$ cat config.mk
export PLATFORM = sky130hd
export DESIGN_NAME = param_decimator_flat
export DESIGN_NICKNAME = d
export VERILOG_FILES = /design/src/rtl/dsp_pkg.sv /design/src/rtl/param_decimator_if.sv /design/src/rtl/param_decimator_phase_ctr.sv /design/src/rtl/param_decimator.sv /design/src/flat_wrapper.sv
export SDC_FILE = /design/constraint.sdc
export NUM_CORES = 1
export LEC_CHECK = 0
export ABC_AREA = 0
export CAP_MARGIN = 20
export CELL_PAD_IN_SITES_DETAIL_PLACEMENT = 0
export CELL_PAD_IN_SITES_GLOBAL_PLACEMENT = 2
export CORE_MARGIN = 4
export CORE_UTILIZATION = 36
export DETAILED_ROUTE_END_ITERATION = 12
export PLACE_DENSITY_LB_ADDON = 0.1
export SLEW_MARGIN = 20
export SYNTH_ARGS = -nofsm -noshare
export SYNTH_HDL_FRONTEND = slang
export SYNTH_SLANG_ARGS = --single-unit
export TNS_END_PERCENT = 1
$ cat constraint.sdc
create_clock -name CLOCK_50 -period 6 [get_ports CLOCK_50]
set_clock_uncertainty 0.05 [all_clocks]
set_input_delay 0.6 -clock CLOCK_50 [delete_from_list [all_inputs] [get_ports CLOCK_50]]
set_output_delay 0.6 -clock CLOCK_50 [all_outputs]
set_load 0.005 [all_outputs]
$ cat src/rtl/dsp_pkg.sv
// Shared DSP datapath definitions: decimator mode encodings and width-derivation helpers.
package dsp_pkg;

  localparam logic MODE_DROP  = 1'b0;
  localparam logic MODE_INTEG = 1'b1;

  // Smallest r with 2**r >= v; usable in constant expressions for port widths.
  function automatic int clog2(input int v);
    int r;
    r = 0;
    while ((1 << r) < v) r++;
    return r;
  endfunction

endpackage

$ cat src/rtl/param_decimator_if.sv
// Sample-stream bundle between the receive filter chain and the decimator.
interface param_decimator_if #(
  parameter int DATA_W     = 16,
  parameter int MAX_FACTOR = 16
);
  localparam int FACT_W = dsp_pkg::clog2(MAX_FACTOR + 1);
  localparam int OUT_W  = DATA_W + dsp_pkg::clog2(MAX_FACTOR);

  logic                     in_valid;
  logic signed [DATA_W-1:0] data_in;
  logic [FACT_W-1:0]        factor;
  logic                     mode;
  logic                     out_valid;
  logic signed [OUT_W-1:0]  down_data_out;
  logic                     cfg_err;

  modport master (
    output in_valid, data_in, factor, mode,
    input  out_valid, down_data_out, cfg_err
  );

  modport slave (
    input  in_valid, data_in, factor, mode,
    output out_valid, down_data_out, cfg_err
  );
endinterface

$ cat src/rtl/param_decimator_phase_ctr.sv
// Frame phase counter: latches the sanitised factor at frame boundaries and flags the terminal sample.
module decim_phase_ctr #(
  parameter int MAX_FACTOR = 16,
  parameter int FACT_W     = 5
) (
  input  logic              clk,
  input  logic              rst,
  input  logic              in_valid,
  input  logic [FACT_W-1:0] factor,
  output logic              terminal,
  output logic              cfg_err
);

  logic [FACT_W-1:0] phase;
  logic [FACT_W-1:0] act_factor;

  function automatic logic out_of_range(input logic [FACT_W-1:0] f);
    return (f == '0) || (f > FACT_W'(MAX_FACTOR));
  endfunction

  function automatic logic [FACT_W-1:0] sanitise(input logic [FACT_W-1:0] f);
    if (f == '0) return FACT_W'(1);
    if (f > FACT_W'(MAX_FACTOR)) return FACT_W'(MAX_FACTOR);
    return f;
  endfunction

  assign terminal = in_valid && (phase == act_factor - FACT_W'(1));

  // Factor is only re-sampled on the terminal edge so a running frame is never truncated.
  always_ff @(posedge clk) begin
    if (rst) begin
      phase      <= '0;
      act_factor <= sanitise(factor);
      cfg_err    <= 1'b0;
    end else if (in_valid) begin
      if (terminal) begin
        phase      <= '0;
        act_factor <= sanitise(factor);
        if (out_of_range(factor)) cfg_err <= 1'b1;
      end else begin
        phase <= phase + FACT_W'(1);
      end
    end
  end

endmodule

$ cat src/rtl/param_decimator.sv
// Integer-factor decimator (DROP or integrate-and-dump) with valid handshake, runtime factor 1..MAX_FACTOR.
module param_decimator
  import dsp_pkg::*;
#(
  parameter int DATA_W     = 16,
  parameter int MAX_FACTOR = 16,
  localparam int FACT_W    = clog2(MAX_FACTOR + 1),
  localparam int OUT_W     = DATA_W + clog2(MAX_FACTOR)
) (
  input logic               CLOCK_50,
  input logic               reset,
  param_decimator_if.slave  bus
);

  logic                    terminal;
  logic                    act_mode;
  logic signed [OUT_W-1:0] acc;
  logic signed [OUT_W-1:0] sample_ext;

  assign sample_ext = {{(OUT_W - DATA_W){bus.data_in[DATA_W-1]}}, bus.data_in};

  decim_phase_ctr #(
    .MAX_FACTOR (MAX_FACTOR),
    .FACT_W     (FACT_W)
  ) u_phase_ctr (
    .clk      (CLOCK_50),
    .rst      (reset),
    .in_valid (bus.in_valid),
    .factor   (bus.factor),
    .terminal (terminal),
    .cfg_err  (bus.cfg_err)
  );

  // Output stage: one edge after the terminal sample; acc stays at zero in DROP mode.
  always_ff @(posedge CLOCK_50) begin
    if (reset) begin
      acc               <= '0;
      act_mode          <= bus.mode;
      bus.out_valid     <= 1'b0;
      bus.down_data_out <= '0;
    end else begin
      bus.out_valid <= terminal;
      if (terminal) begin
        bus.down_data_out <= (act_mode == MODE_INTEG) ? acc + sample_ext : sample_ext;
        acc               <= '0;
        act_mode          <= bus.mode;
      end else if (bus.in_valid && act_mode == MODE_INTEG) begin
        acc <= acc + sample_ext;
      end
    end
  end

endmodule

$ cat src/flat_wrapper.sv
// flat-port wrapper written by rule: the top's interface ports become plain ports
module param_decimator_flat import dsp_pkg::*;
#(
  parameter int DATA_W     = 16,
  parameter int MAX_FACTOR = 16,
  localparam int FACT_W    = clog2(MAX_FACTOR + 1),
  localparam int OUT_W     = DATA_W + clog2(MAX_FACTOR)
)
  (CLOCK_50, reset, bus_in_valid, bus_data_in, bus_factor, bus_mode, bus_out_valid, bus_down_data_out, bus_cfg_err);
  param_decimator_if #(.DATA_W(DATA_W), .MAX_FACTOR(MAX_FACTOR)) bus_i ();
  input logic CLOCK_50;
  input logic reset;
  input wire logic [$bits(bus_i.in_valid)-1:0] bus_in_valid;
  input wire logic [$bits(bus_i.data_in)-1:0] bus_data_in;
  input wire logic [$bits(bus_i.factor)-1:0] bus_factor;
  input wire logic [$bits(bus_i.mode)-1:0] bus_mode;
  output wire logic [$bits(bus_i.out_valid)-1:0] bus_out_valid;
  output wire logic [$bits(bus_i.down_data_out)-1:0] bus_down_data_out;
  output wire logic [$bits(bus_i.cfg_err)-1:0] bus_cfg_err;
  assign bus_i.in_valid = bus_in_valid;
  assign bus_i.data_in = bus_data_in;
  assign bus_i.factor = bus_factor;
  assign bus_i.mode = bus_mode;
  assign bus_out_valid = bus_i.out_valid;
  assign bus_down_data_out = bus_i.down_data_out;
  assign bus_cfg_err = bus_i.cfg_err;
  param_decimator #(.DATA_W(DATA_W), .MAX_FACTOR(MAX_FACTOR)) u_core (.CLOCK_50(CLOCK_50), .reset(reset), .bus(bus_i));
endmodule
==> impl_metrics.env, run 1 <==
export IMPL_comb_power_share_pct=28.2
export IMPL_cts_max_level=2
export IMPL_place_gp_congestion=0.875
export IMPL_synth_seq_cells=53
export IMPL_pwr_share_clk_pct=25.2
export IMPL_grt_usage_pct=16.3
export IMPL_r2r_end="u_core.act_mode"
export IMPL_port_buffers=46
export IMPL_drv_cap=0
export IMPL_leakage_nw=1.57
export IMPL_n_fill_cell=931
export IMPL_die_w_um=105
export IMPL_ys_async_sr_fraction_pct=0
export IMPL_boundaryPins=47
export IMPL_p_int_uw=561
export IMPL_initial_utilization_pct=37.0
export IMPL_cts_sinks=53
export IMPL_switching_power_uw=274
export IMPL_antenna_found_initial=0
export IMPL_fin_ws_ns=2.98
export IMPL_placed_area_um2=3960
export IMPL_drt_total_wl_um=8860
export IMPL_cp_start_kind="input port"
export IMPL_ff2ff_path_depth=8
export IMPL_crit_family="compound AO/OA/AOI/OAI gates"
export IMPL_timing_rr_start="u_core.u_phase_ctr.act_factor[0]"
export IMPL_synth_top_flop_cell="dfxtp_1"
export IMPL_cts_resized=0
export IMPL_required_ns=6.13
export IMPL_relSlewSlack_pct=34.0
export IMPL_yosys_warnings=0
export IMPL_finalNonFillerCells=562
export IMPL_diodes=0
export IMPL_period_share_pct=50.4
export IMPL_hold_path_depth=2
export IMPL_overflow=0
export IMPL_whs_endpoint="u_core.acc[0]"
export IMPL_setup_tns_ns=0
export IMPL_hp_class="reg2reg"
export IMPL_crit_path_start="bus_data_in[15]"
export IMPL_worst_hold_slack_ns=0.417
export IMPL_ant_nets=0
export IMPL_worstHoldStart="u_core.acc[0]"
export IMPL_die_h_um=105
export IMPL_crit_chain="clkdlybuf4s50_1 -> ha_1 -> a21o_1 -> a2111oi_2 -> a211oi_1 -> and2_1 -> a2111oi_4 -> xnor2_1 -> nor2_1"
export IMPL_post_cts_buffers=0
export IMPL_place_ws_ns=2.64
export IMPL_powerDensity_nw_per_um2=206
export IMPL_crit_path_top_delay_cell="clkdlybuf4s50_1"
export IMPL_drive_gt1_share_pct=5.54
export IMPL_drtIter0Drc=121
export IMPL_die_area_um2=11100
export IMPL_avgSynthCellArea_um2=8.52
export IMPL_fmax_mhz=331
export IMPL_slew_violations=0
export IMPL_rows=35
export IMPL_netlist_instances=401
export IMPL_ctsHoldBuffers=0
export IMPL_finalSetupViolations=0
export IMPL_area_delta_synth_final_pct=18.5
export IMPL_cts_clk_slew_worst_paths_ns=0.11
export IMPL_drc=0
export IMPL_rsz0062_at_grt="no"
export IMPL_nets=481
export IMPL_status="complete, no violations"
export IMPL_grt_first_pass_wirelength_um=14700
export IMPL_crit_type="in2reg"
export IMPL_dr_pass1_iters=5
export IMPL_cts_buffers=5
export IMPL_max_vdd_ir_drop_mv=0.115
export IMPL_design_area_um2=4050
export IMPL_worstPathArrival_ns=3.15
export IMPL_worst_slew_pin_slew_ns=0.988
export IMPL_grt_pass1_vias=2782
export IMPL_mappedNetlistArea_um2=3410
export IMPL_synth_distinct_cells=56
export IMPL_rrSetupSlack_ns=3.30
export IMPL_worst_path_buf_inv=1
export IMPL_synthesis_nets=450
export IMPL_period_needed_ns=3.02
export IMPL_cts_tree="built"
export IMPL_clkLatencyLatePin_ns=0.31
export IMPL_wl_per_cell_um=15.8
export IMPL_core_um2=9240
export IMPL_seq_power_share_pct=46.6
export IMPL_end_kind="flip-flop"
export IMPL_hpwl_um=6550
export IMPL_power_switching_share_pct=32.8
export IMPL_dp_cells=554
export IMPL_hold_violations=0
export IMPL_synth_edf_count=6
export IMPL_slowest_delay_ns=0.56
export IMPL_grt_max_degree=38
export IMPL_ctsRootBufferMaster="clkbuf_8"
export IMPL_yosysSeqAreaShare_pct=32.8
export IMPL_vias=2946
export IMPL_crit_fanout=10
export IMPL_clockBufferDepth=2
export IMPL_routed_via_density=5.24
[cells in the final DEF, fill, tap and decap left out, types with 3 or more instances in the layout]
master           count
dfxtp_1             47
clkdlybuf4s50_1     46
a21oi_1             43
nand2_1             43
nor2_1              36
ha_1                23
xnor2_1             17
mux2i_1             15
a211oi_1            15
o21ai_0             15
a21o_1              12
inv_1               11
nand3_1              8
a31oi_1              7
xor2_1               7
and2_1               6
edfxtp_1             6
nand4_1              5
o21bai_1             5
clkbuf_8             5
nor2b_1              4
nor3_1               4
or3_1                3
nand2b_1             3
and3_1               3
clkinvlp_4           3
[layout make-up]
type	count	area, um2	share of cell area, %
multi-input combinational	313	2160	53.3
clock buffer	5	68.8	1.70
sequential	53	1120	27.7
clock inverter	3	22.5	0.556
inverter	11	41.3	1.02
tap	129	161	3.99
timing repair buffer	48	475	11.7
[cell usage after synthesis, drive strengths merged, types with 2 or more instances]
library cell  instances  area share [%]
inv                  11             1.2
a211oi               17             3.9
o21ba                 2            0.59
nand2b                3            0.55
nand2                43             4.7
xnor2                17             4.4
o31ai                 2            0.44
and3                  3            0.55
ha                   23             8.4
a22oi                 2            0.44
a311oi                3            0.95
buf                  13             1.9
mux2i                15             4.4
a31oi                 7             1.3
o21ai                18             2.7
edfxtp                6             5.3
a2111oi               3             2.1
nor2b                 4            0.73
and2                  7             1.4
clkbuf               11             1.2
nor3b                 2            0.44
a21o                 12             2.6
o21bai                5             1.1
xor2                  7             1.8
nand4                 5            0.92
dfxtp                47              28
nor2                 36             4.0
a21oi                43             6.3
or3                   3            0.55
nor3                  4            0.59
o211a                 2            0.59
or4                   2            0.44
nand3                 9             1.7
[per-layer routing]
layer | wire, um | track usage, % | vias up
li1 | - | - | 1509
met1 | 4360 | 22.6 | 1368
met2 | 4120 | 26.6 | 63
met3 | 313 | 2.88 | 6
met4 | 63 | 3.19 | 0
met5 | 0 | 0 | -
[state kept, by name (all words and copies together), names as in the netlist]
signal,flops
u_core.u_phase_ctr.phase,5
u_core.u_phase_ctr.act_factor,5
u_core.act_mode,1
u_core.bus.down_data_out,20
u_core.bus.out_valid,1
u_core.acc,20
u_core.u_phase_ctr.cfg_err,1
[per-stage QoR]
step	util, %	total power, mW
after detailed placement	42.8	0.633
after floorplan	-	0.565
after CTS	43.8	0.848
final	43.8	0.835
after global routing	43.8	0.894
after global placement	42.8	0.635
[tightest hold or removal path, stage by stage (launching register included)]
cell and delay (ns):
dfxtp_1 0.33, nand2_1 0.05, a21oi_1 0.05
[power groups by stage]
stage	Combinational (mW)	Clock [mW]	Sequential, mW
after global routing	0.263	0.239	0.392
after global placement	0.238	0	0.397
final	0.235	0.211	0.389
after detailed placement	0.236	0	0.397
after CTS	0.237	0.222	0.389
after floorplan	0.170	0	0.395
[logic make-up (layout without fill, tap and decap cells)]
family | Yosys count | count (layout) | share of synthesized area [%]
AOI/OAI and AO/OA | 126 | 126 | 26.0
and+or+nand+nor | 124 | 124 | 17.2
DFF | 53 | 53 | 32.8
buffers and inverters | 35 | 67 | 4.36
adders and majority gates | 24 | 24 | 9.01
xor gates and xnor gates | 24 | 24 | 6.16
muxes | 15 | 15 | 4.40
[worst max-delay path by stage]
| stage | to | slack (ns) | cells past startpoint |
|---|---|---|---|
| after global routing | u_core.acc[10] | 2.73 | 10 |
| after CTS | u_core.acc[19] | 2.97 | 9 |
| after detailed placement | u_core.acc[19] | 2.64 | 9 |
| after global placement | u_core.bus.down_data_out[14] | 2.68 | 10 |
| after floorplan | u_core.bus.down_data_out[14] | 3.42 | 9 |
| final | u_core.acc[19] | 2.98 | 9 |
Note: power is estimated with default switching activity, not from simulation.
==> run 2, diff against run 1 <==
--- a/config.mk
+++ b/config.mk
@@ -10,7 +10,7 @@
 export CELL_PAD_IN_SITES_DETAIL_PLACEMENT = 0
 export CELL_PAD_IN_SITES_GLOBAL_PLACEMENT = 2
 export CORE_MARGIN = 4
-export CORE_UTILIZATION = 36
+export CORE_UTILIZATION = 30
 export DETAILED_ROUTE_END_ITERATION = 12
 export PLACE_DENSITY_LB_ADDON = 0.1
 export SLEW_MARGIN = 20
==> constraint.sdc (replaced) <==
create_clock -name CLOCK_50 -period 2.6 [get_ports CLOCK_50]
set_clock_uncertainty 0.05 [all_clocks]
set_input_delay 0.26 -clock CLOCK_50 [delete_from_list [all_inputs] [get_ports CLOCK_50]]
set_output_delay 0.26 -clock CLOCK_50 [all_outputs]
set_load 0.005 [all_outputs]
==> run 2 against run 1 <==
- die area up 18%
- register-to-register slack worse by 3.1 ns
- count of clock-buffer cells in the layout up 1
- non-clock buffer count up 66
- total power rose to 2.7 times the previous value
- global-route usage down 0.70 points
- sequential power up 130%
- critical path type unchanged
- worst hold slack worse by 0.0068 ns
- final cell count up 14%
- wire length up 12%
- combinational power rose to 2.9 times the previous value
- critical path depth up 1
==> impl_metrics.env, run 2 (synthesis gave the netlist of run 1 again) <==
export IMPL_crit_type="in2reg"
export IMPL_port_buffers=46
export IMPL_overflow=0
export IMPL_highest_layer="met4"
export IMPL_place_gp_congestion=0.835
export IMPL_hold_path_depth=2
export IMPL_core_um2=11000
export IMPL_cts_max_level=2
export IMPL_clockBufferDepth=2
export IMPL_die_w_um=115
export IMPL_dp_cells=631
export IMPL_leakage_nw=1.93
export IMPL_drc=0
export IMPL_cts_clk_slew_worst_paths_ns=0.07
export IMPL_clkLatencyLatePin_ns=0.30
export IMPL_wl_met2_um=4500
export IMPL_utilization_pct=42.2
export IMPL_rows=38
export IMPL_ant_nets=0
export IMPL_vias=3180
export IMPL_drt_total_wl_um=9950
export IMPL_timing_rr_start="u_core.u_phase_ctr.act_factor[0]"
export IMPL_diodes=0
export IMPL_area_delta_synth_final_pct=35.7
export IMPL_drv_cap=0
export IMPL_cts_tree="built"
export IMPL_period_share_pct=95.2
export IMPL_grt_pass1_vias=3066
export IMPL_max_vdd_ir_drop_mv=0.230
export IMPL_placed_area_um2=4470
export IMPL_end_kind="flip-flop"
export IMPL_grt_first_pass_wirelength_um=16000
export IMPL_die_h_um=115
export IMPL_status="complete, no violations"
export IMPL_required_ns=2.76
export IMPL_final_cell_mix="buf_4, dfxtp_1, clkdlybuf4s50_1"
export IMPL_final_common_cell="buf_4"
export IMPL_worstPathArrival_ns=2.64
export IMPL_cts_buffers=5
export IMPL_relSlewSlack_pct=69.8
export IMPL_wl_per_cell_um=15.6
export IMPL_slew_violations=0
export IMPL_grt_max_degree=23
export IMPL_worst_hold_slack_ns=0.410
export IMPL_place_ws_ns=-0.347
export IMPL_report_power_total_mw=2.27
export IMPL_design_area_um2=4630
export IMPL_hold_violations=0
export IMPL_fin_ws_ns=0.125
export IMPL_hp_class="reg2reg"
export IMPL_cts_sinks=53
export IMPL_nets=547
export IMPL_post_cts_buffers=0
export IMPL_cp_start_kind="input port"
export IMPL_dr_pass1_iters=5
export IMPL_setup_tns_ns=0
export IMPL_fmax_mhz=404
export IMPL_finalNonFillerCells=639
export IMPL_r2r_end="u_core.acc[18]"
export IMPL_biggestRegsByFlops="u_core.acc: 20 flops, u_core.bus.down_data_out: 20 flops"
export IMPL_crit_fanout=4
export IMPL_rrSetupSlack_ns=0.20
export IMPL_wl_met1_um=5090
export IMPL_hpwl_um=7990
export IMPL_initial_utilization_pct=31.1
export IMPL_whs_endpoint="u_core.acc[0]"
export IMPL_worstHoldStart="u_core.acc[0]"
export IMPL_powerDensity_nw_per_um2=491
export IMPL_ff2ff_path_depth=10
export IMPL_routed_via_density=4.98
export IMPL_drive_gt1_share_pct=18.6
export IMPL_finalSetupViolations=0
export IMPL_antenna_found_initial=0
export IMPL_worst_slew_pin_slew_ns=0.453
export IMPL_rsz0062_at_grt="yes"
export IMPL_ctsRootBufferMaster="clkbuf_16"
export IMPL_grt_usage_pct=15.6
export IMPL_drtIter0Drc=136
export IMPL_period_needed_ns=2.47
export IMPL_die_area_um2=13200
export IMPL_ctsHoldBuffers=0
export IMPL_boundaryPins=47
export IMPL_met3_wirelength_um=254
==> run 2: cell count changes in the layout (fill, tap and decap cells not counted), sizes merged <==
cell	change
clkbuf	+1
inv	+1
buf	+66
clkinv	+1
clkinvlp	-3
==> run 2: repair_timing <==
item                                    4_1_cts  5_1_grt
endpoints found under the setup margin        1       14
pin swaps                                     0        3
gates cloned                                  0        0
gates resized for setup                       1        4
==> run 2: worst max-delay path by stage <==
stage	startpoint	to	slack (ns)	cells after the start
final	bus_data_in[4]	u_core.bus.down_data_out[11]	0.13	10
after detailed placement	bus_data_in[0]	u_core.bus.down_data_out[18]	-0.35	10
after global routing	bus_data_in[0]	u_core.bus.down_data_out[14]	-0.02	10
after floorplan	u_core.acc[0]	u_core.bus.down_data_out[14]	0.34	9
after CTS	bus_data_in[0]	u_core.bus.down_data_out[18]	0.06	10
after global placement	bus_data_in[0]	u_core.bus.down_data_out[18]	-0.33	10
==> run 2: where the power goes <==
part | total (mW) | internal, mW | switching (mW)
Sequential | 0.900 | 0.870 | 0.0291
Combinational | 0.689 | 0.342 | 0.347
Clock | 0.686 | 0.361 | 0.325
==> run 2: layout make-up <==
class	instances	area [um2]
inverter	11	41.3
tap	140	175
multi-input combinational	313	2180
sequential	53	1120
clock inverter	2	13.8
timing repair buffer	114	971
fill	1144	6350
clock buffer	6	129
==> run 2: per-layer routing <==
| layer | GRT usage [%] | vias to the layer above |
|---|---|---|
| met4 | 3.80 | 0 |
| met2 | 25.0 | 43 |
| li1 | - | 1649 |
| met5 | 0 | - |
| met3 | 2.33 | 8 |
| met1 | 21.9 | 1480 |
==> run 2: worst max-delay path, cell delays in order <==
cell and delay [ns]:
clkdlybuf4s50_1 0.43, ha_1 0.33, and2_4 0.17, buf_4 0.11, nand3_4 0.10, a2111oi_4 0.52
nor2_1 0.10, xnor2_1 0.23, mux2i_1 0.13, a211oi_1 0.25
